File: src/rtl/dvi_timing_pkg.sv
// dvi_timing_pkg: FSM encoding, default 720p60 timing and derived raster totals
package dvi_timing_pkg;
  typedef enum logic [1:0] {IDLE = 2'd0, RUN = 2'd1, DRAIN = 2'd2} state_e;
  localparam int CNT_W = 12;
  localparam int CNT_MAX = (1 << CNT_W) - 1;
  localparam int DEF_H_DISP = 1280;
  localparam int DEF_H_FRONT = 110;
  localparam int DEF_H_SYNC = 40;
  localparam int DEF_H_BACK = 220;
  localparam int DEF_V_DISP = 720;
  localparam int DEF_V_FRONT = 5;
  localparam int DEF_V_SYNC = 5;
  localparam int DEF_V_BACK = 20;
  localparam bit DEF_SYNC_POL = 1'b1;
  function automatic int h_total(input int sync, input int back, input int disp, input int front);
    return sync + back + disp + front;
  endfunction
  function automatic int v_total(input int sync, input int back, input int disp, input int front);
    return sync + back + disp + front;
  endfunction
endpackage

File: src/rtl/dvi_timing_counter.sv
// dvi_timing_counter: horizontal/vertical raster position counters with clear
module dvi_timing_counter
  import dvi_timing_pkg::*;
#(
  parameter int H_TOTAL = 1650,
  parameter int V_TOTAL = 750
) (
  input  logic             pclk,
  input  logic             reset_n,
  input  logic             en,
  input  logic             clr,
  output logic [CNT_W-1:0] h_cnt,
  output logic [CNT_W-1:0] v_cnt,
  output logic             line_end,
  output logic             frame_end
);
  localparam logic [CNT_W-1:0] H_LAST = CNT_W'(H_TOTAL - 1);
  localparam logic [CNT_W-1:0] V_LAST = CNT_W'(V_TOTAL - 1);
  localparam logic [CNT_W-1:0] ONE = CNT_W'(1);
  logic [CNT_W-1:0] h_cnt_q, h_cnt_d, v_cnt_q, v_cnt_d;
  assign h_cnt = h_cnt_q;
  assign v_cnt = v_cnt_q;
  assign line_end = h_cnt_q == H_LAST;
  assign frame_end = line_end && v_cnt_q == V_LAST;
  // clear pins the origin; otherwise step h, carrying into v at each line end
  always_comb begin
    h_cnt_d = clr ? '0 : !en ? h_cnt_q : line_end ? '0 : h_cnt_q + ONE;
    v_cnt_d = clr ? '0 : !(en && line_end) ? v_cnt_q : frame_end ? '0 : v_cnt_q + ONE;
  end
  // position registers
  always_ff @(posedge pclk or negedge reset_n)
    if (!reset_n) begin
      h_cnt_q <= '0;
      v_cnt_q <= '0;
    end else begin
      h_cnt_q <= h_cnt_d;
      v_cnt_q <= v_cnt_d;
    end
endmodule

File: src/rtl/dvi_video_timing_ctrl.sv
// dvi_video_timing_ctrl: DVI raster timing, pixel fetch and frame-aligned start/stop
module dvi_video_timing_ctrl
  import dvi_timing_pkg::*;
#(
  parameter int H_DISP   = DEF_H_DISP,
  parameter int H_FRONT  = DEF_H_FRONT,
  parameter int H_SYNC   = DEF_H_SYNC,
  parameter int H_BACK   = DEF_H_BACK,
  parameter int V_DISP   = DEF_V_DISP,
  parameter int V_FRONT  = DEF_V_FRONT,
  parameter int V_SYNC   = DEF_V_SYNC,
  parameter int V_BACK   = DEF_V_BACK,
  parameter bit SYNC_POL = DEF_SYNC_POL
) (
  input  logic        pclk,
  input  logic        reset_n,
  input  logic        enable,
  input  logic [23:0] pixel_data,
  output logic        pixel_req,
  output logic [11:0] pixel_x,
  output logic [11:0] pixel_y,
  output logic        frame_start,
  output logic        busy,
  output logic [23:0] video_din,
  output logic        video_hsync,
  output logic        video_vsync,
  output logic        video_de
);
  localparam int H_TOTAL = h_total(H_SYNC, H_BACK, H_DISP, H_FRONT);
  localparam int V_TOTAL = v_total(V_SYNC, V_BACK, V_DISP, V_FRONT);
  localparam logic [CNT_W-1:0] H_SYNC_E = CNT_W'(H_SYNC);
  localparam logic [CNT_W-1:0] H_ACT_S = CNT_W'(H_SYNC + H_BACK);
  localparam logic [CNT_W-1:0] H_ACT_E = CNT_W'(H_SYNC + H_BACK + H_DISP);
  localparam logic [CNT_W-1:0] V_SYNC_E = CNT_W'(V_SYNC);
  localparam logic [CNT_W-1:0] V_ACT_S = CNT_W'(V_SYNC + V_BACK);
  localparam logic [CNT_W-1:0] V_ACT_E = CNT_W'(V_SYNC + V_BACK + V_DISP);
  if (H_TOTAL > CNT_MAX || V_TOTAL > CNT_MAX) begin : g_timing_range
    $error("dvi_video_timing_ctrl: timing totals exceed the 12-bit counter range");
  end
  state_e state_q, state_d;
  logic [CNT_W-1:0] h_cnt, v_cnt, pixel_x_q, pixel_x_d, pixel_y_q, pixel_y_d;
  logic [23:0] video_din_q, video_din_d;
  logic line_end, frame_end, wrap, running;
  logic pixel_req_q, pixel_req_d, frame_start_q, frame_start_d;
  logic hs1_q, hs1_d, vs1_q, vs1_d, v1_q, de2_q, hs2_q, vs2_q, v2_q;
  logic video_de_q, video_hsync_q, video_hsync_d, video_vsync_q, video_vsync_d;
  assign running = state_q != IDLE;
  assign wrap = line_end && frame_end;
  dvi_timing_counter #(.H_TOTAL(H_TOTAL), .V_TOTAL(V_TOTAL)) u_counter (
    .pclk      (pclk),
    .reset_n   (reset_n),
    .en        (running),
    .clr       (!running),
    .h_cnt     (h_cnt),
    .v_cnt     (v_cnt),
    .line_end  (line_end),
    .frame_end (frame_end)
  );
  // run whenever enabled; without enable, finish the current frame before idling
  always_comb begin
    state_d = enable ? RUN : (state_q == IDLE || wrap) ? IDLE : DRAIN;
    frame_start_d = state_d == RUN && (!running || wrap);
  end
  // stage 1 decodes the counters; stages 2-3 delay sync/de and capture the source pixel
  always_comb begin
    pixel_req_d = running && h_cnt >= H_ACT_S && h_cnt < H_ACT_E && v_cnt >= V_ACT_S && v_cnt < V_ACT_E;
    pixel_x_d = pixel_req_d ? h_cnt - H_ACT_S : '0;
    pixel_y_d = pixel_req_d ? v_cnt - V_ACT_S : '0;
    hs1_d = running && h_cnt < H_SYNC_E;
    vs1_d = running && v_cnt < V_SYNC_E;
    video_din_d = de2_q ? pixel_data : '0;
    video_hsync_d = hs2_q ? SYNC_POL : !SYNC_POL;
    video_vsync_d = vs2_q ? SYNC_POL : !SYNC_POL;
  end
  // state and pipeline registers; idle stages flush to the reset levels
  always_ff @(posedge pclk or negedge reset_n)
    if (!reset_n) begin
      state_q <= IDLE;
      frame_start_q <= 1'b0;
      pixel_req_q <= 1'b0;
      pixel_x_q <= '0;
      pixel_y_q <= '0;
      hs1_q <= 1'b0;
      vs1_q <= 1'b0;
      v1_q <= 1'b0;
      de2_q <= 1'b0;
      hs2_q <= 1'b0;
      vs2_q <= 1'b0;
      v2_q <= 1'b0;
      video_de_q <= 1'b0;
      video_din_q <= '0;
      video_hsync_q <= !SYNC_POL;
      video_vsync_q <= !SYNC_POL;
    end else begin
      state_q <= state_d;
      frame_start_q <= frame_start_d;
      pixel_req_q <= pixel_req_d;
      pixel_x_q <= pixel_x_d;
      pixel_y_q <= pixel_y_d;
      hs1_q <= hs1_d;
      vs1_q <= vs1_d;
      v1_q <= running;
      de2_q <= pixel_req_q;
      hs2_q <= hs1_q;
      vs2_q <= vs1_q;
      v2_q <= v1_q;
      video_de_q <= de2_q;
      video_din_q <= video_din_d;
      video_hsync_q <= video_hsync_d;
      video_vsync_q <= video_vsync_d;
    end
  assign pixel_req = pixel_req_q;
  assign pixel_x = pixel_x_q;
  assign pixel_y = pixel_y_q;
  assign frame_start = frame_start_q;
  assign busy = running || v1_q || v2_q;
  assign video_din = video_din_q;
  assign video_hsync = video_hsync_q;
  assign video_vsync = video_vsync_q;
  assign video_de = video_de_q;
endmodule

File: config.mk
export PLATFORM = sky130hd
export DESIGN_NAME = dvi_video_timing_ctrl
export DESIGN_NICKNAME = d
export VERILOG_FILES = /design/src/rtl/dvi_timing_pkg.sv /design/src/rtl/dvi_timing_counter.sv /design/src/rtl/dvi_video_timing_ctrl.sv
export SDC_FILE = /design/constraint.sdc
export NUM_CORES = 1
export LEC_CHECK = 0
export CORE_ASPECT_RATIO = 0.75
export CORE_MARGIN = 2
export CORE_UTILIZATION = 40
export DETAILED_ROUTE_END_ITERATION = 12
export GPL_TIMING_DRIVEN = 0
export SLEW_MARGIN = 20
export SYNTH_ARGS = -nofsm -noshare
export SYNTH_HDL_FRONTEND = slang
export SYNTH_HIERARCHICAL = 1
export SYNTH_SLANG_ARGS = --single-unit
File: constraint.sdc
create_clock -name pclk -period 4.9 [get_ports pclk]
set_input_delay 0.98 -clock pclk [delete_from_list [all_inputs] [get_ports pclk]]
set_output_delay 0.98 -clock pclk [all_outputs]
set_load 0.05 [all_outputs]
# Yosys cells after proc, flatten, opt, wreduce, memory -nomap -nowiden
# Index checks and enable logic that the tools add are counted.
# W data, S select, Z words.
[op_classes]
reduce_logical = 17
n_addsub = 4
eq_ne = 4
magnitude_cmp = 6
mux = 12
[op_table]
columns = ["op", "n"]
rows = [
  ["$mux W12", 7],
  ["$add A12 B1 Y12 const B", 2],
  ["$mux W24", 1],
  ["$eq A12 B10 Y1 const B", 1],
  ["$eq A12 B11 Y1 const B", 1],
  ["$ge A12 B5 Y1 const B", 1],
  ["$ge A12 B9 Y1 const B", 1],
  ["$lt A12 B10 Y1 const B", 1],
  ["$lt A12 B11 Y1 const B", 1],
  ["$lt A12 B3 Y1 const B", 1],
  ["$lt A12 B6 Y1 const B", 1],
  ["$sub A12 B5 Y12 const B", 1],
  ["$sub A12 B9 Y12 const B", 1],
  ["$logic_and A1 B1 Y1", 10],
  ["$logic_or A1 B1 Y1", 4],
  ["$mux W2", 2],
  ["$eq A2 B1 Y1 const B", 1],
  ["$logic_not A2 Y1", 1],
  ["$mux W1", 2],
  ["$ne A2 B1 Y1 const B", 1],
  ["$reduce_bool A2 Y1", 1],
  ["$logic_not A1 Y1", 1],
]
[word_totals]
output_inout_bits = 54
wordCells = 61
inputBits = 27
register_bits = 86

# Longest topological paths before layout
[logic_depth]
depth_word = 8
mapped_depth = 8
depth_no_buf = 7

# By module
# Netlist, hierarchy kept.
[modules_own_cells]
columns = ["module", "seq_area_each_um2", "cells_per_inst", "area_per_inst_um2", "instances"]
rows = [
  ["dvi_video_timing_ctrl", 1551.5, 198, 2583.7, 1],
  ["dvi_timing_counter", 600.6, 153, 1415.1, 1],
]

# Worst setup path before layout
# No wires, ideal clock.
[synth_path]
kind = "flip-flop to flip-flop"
from = "reg u_counter.h_cnt_q[2], in the netlist u_counter/h_cnt[2]"
to = "reg u_counter.v_cnt_q[11], in the netlist u_counter/v_cnt[11]"
stages_incl_launch_ff = 5
slack_ns = 2.622
t_arrival_ns = 2.153
setup_time_ns = 0.125
path_buffers = 0
cell_sequence = "dfrtp_1 -> or4_4 -> or4_4 -> nor4b_1 -> mux2_2"
[synth_via]
elab_chain_cells = 5
word_cells_on_any_way = 7
classes_between = "eq/ne (2); mux (3); reduce/logical (2)"
[synth_rtl]
columns = ["item", "line", "source"]
rows = [
  ["start, declared", "dvi_timing_counter.sv:20", "logic [CNT_W-1:0] h_cnt_q, h_cnt_d, v_cnt_q, v_cnt_d;"],
  ["start signal, assigned", "dvi_timing_counter.sv:36", "h_cnt_q <= h_cnt_d;"],
  ["$eq A12 B11 Y1 (*)", "dvi_timing_counter.sv:23", "assign line_end = h_cnt_q == H_LAST;"],
  ["$logic_and A1 B1 Y1", "dvi_timing_counter.sv:24", "assign frame_end = line_end && v_cnt_q == V_LAST;"],
  ["$mux W12 (3 in series)", "dvi_timing_counter.sv:28", "v_cnt_d = clr ? '0 : !(en && line_end) ? v_cnt_q : frame_end ? '0 : v_cnt_q + ONE;"],
  ["end signal, assigned", "dvi_timing_counter.sv:37", "v_cnt_q <= v_cnt_d;"],
  ["end, declared", "dvi_timing_counter.sv:20", ""],
]
# Mark *: on every way between the ends. The rest lies on a longest branch, timed or not. The select of a mux whose other input is x is not followed.
# A chain may end at the register's enable or synchronous reset.

# Worst setup path after layout
[layout_path]
from = "reg state_q[1]"
to = "out busy"
[layout_via]
elab_chain_cells = 3
[layout_rtl]
columns = ["item", "line", "source"]
rows = [
  ["start, declared", "dvi_video_timing_ctrl.sv:40", "state_e state_q, state_d;"],
  ["start signal, assigned", "dvi_video_timing_ctrl.sv:95", "state_q <= state_d;"],
  ["$reduce_bool A2 Y1", "dvi_video_timing_ctrl.sv:47", "assign running = state_q != IDLE;"],
  ["net running", "dvi_video_timing_ctrl.sv:43", "logic line_end, frame_end, wrap, running;"],
  ["$logic_or A1 B1 Y1 (2 in series)", "dvi_video_timing_ctrl.sv:116", "assign busy = running || v1_q || v2_q;"],
  ["end, declared", "dvi_video_timing_ctrl.sv:23", "output logic busy,"],
]
# The timed path passes the listed nets, and every way through them passes these cells.

==> results_dict.tcl <==
set metrics [dict create \
    syn_avg_cell_area_sq_um 11.39 \
    hpwl_um 6704 \
    synthArstFlopShare 1.000 \
    root_buffer "clkbuf_16" \
    max_slew.worst_pin.slew_ns 0.8596 \
    dpl_cell_area_sq_um 4990 \
    die-height_um 90.59 \
    path_clk_slew_ns 0.06 \
    rsz0062_at_grt "false" \
    syn-num-nets 386 \
    coreArea_sq_um 9697 \
    ys.flop_type "dfrtp_1" \
    whs_endpoint "video_vsync$_DFF_PN0_" \
    cap_violations 0 \
    post-route-min-period_ns 3.524 \
    drc 0 \
    cp_max_fo 8 \
    die_x_um 119.5 \
    yosys.area_share.simple 0.2447 \
    synth-seq-cells 86 \
    setup_violations 0 \
    post_drt_wl_per_cell_um 16.14 \
    final_antenna_net_count 0 \
    ff2ff_setup_slack_ns 2.21 \
    hold_buffers 0 \
    fillers 839 \
    outcome "finished clean" \
    drt_wl_total_um 9360 \
    grt_pass1_wl_um 15930 \
    path_class "flop to output port" \
    synthesis.area_sq_um 3999 \
    grt.total_usage 0.1845 \
    relSlewSlack 0.4248 \
    synth_cell_type_count 59 \
    clock_path_buffers 2 \
    reg2reg_to "u_counter/v_cnt[11]$_DFFE_PN0P_" \
    multi_input_area_sq_um 1699 \
    grt_max_degree 45 \
    start_util 0.4124 \
    grt_util_met3 0.04987 \
    yosysSeqAreaShare 0.5382 \
    drtIter0Drc 218 \
    grt_pass1_vias 2971 \
    hold_violations 0 \
    htree_levels 3 \
    cts-resized-gates 0 \
    port_buffers 80 \
    slew_violations 0 \
    nets 478 \
    antenna_cells 0 \
    clock.fmax_ghz 0.2838 \
    clkLatencyLatePin_ns 0.33 \
    powerDensity_nw_per_um2 301.9 \
    first_pass_iters 4 \
    synth_common_cells "dfrtp_1, and2_1, nor2_1, nor3_2, nand2_1" \
    grt.overflow.total 0 \
    synth-compound-area-share 0.1029 \
    synthMuxAreaShare 0.01064 \
    io_pins 81 \
    start_kind "flop" \
    gp_congestion 0.8781 \
    worstReg2RegStart "state_q[1]$_DFF_PN0_" \
    hold_start "vs2_q$_DFF_PN0_" \
    ys.warnings.count 6 \
    cp.required_ns 3.92 \
    rows 31 \
    yosysTopAreaCellShare 0.5382 \
    finalPower_mw 1.607 \
    syn_to_final_growth_pct 33.10 \
    drive_above_1_share 0.1272 \
    finalClockSkew_ns 0.003907 \
    antenna_found_initial 0 \
    top_usage_layer "met1" \
    reg2regPathDepth 7 \
    gr-usage-met2 0.2510 \
    synth_enable_flop_cells 0 \
    synth_top_area_cell "dfrtp_1" \
    cts_sinks 86 \
    synthTopCellsByArea "dfrtp_1, nor3_2, and2_1, ha_1, xnor2_1" \
    cts_tree "yes" \
    critPathArrivalTime_ns 2.54 \
    post-route-period-util 0.7191 \
    synth_cells 351 \
    crit_path_end_kind "output port" \
    synth_top_family_by_area "simple AND/OR/NAND/NOR gates" \
    use_met1 0.2880 \
    cts_buffers 9 \
    postCtsSetupBuffers 0 \
    hp-class "flop to flop" \
    die_area_sq_um 10820 \
    design_area_sq_um 5323 \
    synth_xor_area_frac 0.04161 \
    viasPerCell 5.248 \
    register_area_sq_um 2152 \
    routed-via-count 3044 \
    synthAdderAreaFrac 0.02503 \
    hold_path_depth 0 \
    p_leak_nw 2.244 \
    vdd_drop_max_mv 0.2717 \
    yosysMostFrequentCell "dfrtp_1" \
]
[kinds of logic (layout without fill, tap and decap cells)]
logic type	after synthesis	in the layout
AOI/OAI and AO/OA	53	53
xor gates and xnor gates	19	19
adders and majority gates	8	8
buffers and inverters	28	125
DFF	86	86
muxes	4	4
and+or+nand+nor	153	153
[sequential cells by signal (all words and copies together), names as in the netlist, 2 cells and up]
register	cells
video_din	24
pixel_x	12
pixel_y	12
u_counter/h_cnt	12
u_counter/v_cnt	12
state_q	2
[worst max-delay path: stages (launching register included)]
cell and delay [ns]:
dfrtp_1 0.36, nor2_1 0.66, inv_1 0.14, or3_1 0.34, clkdlybuf4s50_1 0.71
[per-layer routing]
metal / up-vias / wire length [um]
li1: 1454 / -
met1: 1476 / 4778
met2: 109 / 3931
met3: 5 / 616
met4: 0 / 33
met5: - / 0
[report_power, final]
| group | leakage (nW) | internal [mW] | total, mW | switching, mW |
|---|---|---|---|---|
| Clock | 0.159 | 0.464 | 0.741 | 0.278 |
| Sequential | 1.17 | 0.721 | 0.740 | 0.0184 |
| Combinational | 0.916 | 0.0586 | 0.126 | 0.0675 |
[metrics by stage]
stage	setup WS, ns	util	std cells	TNS [ns]	hold slack, ns
after floorplan	2.622	-	351	0	0.3312
after global placement	-0.2296	0.5120	563	-19.22	0.3337
after detailed placement	1.767	0.5146	564	0	0.3347
after CTS	1.395	0.5489	580	0	0.3491
after global routing	1.291	0.5489	580	0	0.3537
final	1.377	0.5489	580	0	0.3487
[how the worst max path moves through the flow]
stage | to | cells after the start | from
2_1_floorplan | u_counter/v_cnt[11]$_DFFE_PN0P_ | 4 | u_counter/h_cnt[2]$_DFFE_PN0P_
3_3_place_gp | frame_start$_DFF_PN0_ | 1 | reset_n
3_5_place_dp | busy | 4 | state_q[1]$_DFF_PN0_
4_1_cts | busy | 4 | state_q[1]$_DFF_PN0_
5_1_grt | busy | 4 | state_q[1]$_DFF_PN0_
6_report | busy | 4 | state_q[1]$_DFF_PN0_
[layout by cell type (no fill, tap or decap), drive strengths merged, types with 4 or more instances in the layout]
cell,instances
clkdlybuf4s50,79
nand4,5
nand3,6
or3,7
a21oi,8
buf,7
nor2,20
or4,5
a31oi,9
inv,13
nor4,8
o211ai,4
clkbuf,20
dfrtp,86
nand2,18
xor2,8
ha,8
xnor2,11
nor3,31
a311oi,6
nor2b,6
and2,25
o21ai,7
[layout make-up]
cell class / count / area share
Timing Repair Buffer: 81 / 0.1551
Clock buffer: 10 / 0.04490
Clock inverter: 6 / 0.01763
Tap cell: 132 / 0.03103
Sequential cell: 86 / 0.4043
Inverter: 13 / 0.009168
Buffer: 15 / 0.01857
Multi-Input combinational cell: 237 / 0.3192
(Power assumes the default switching activity.)
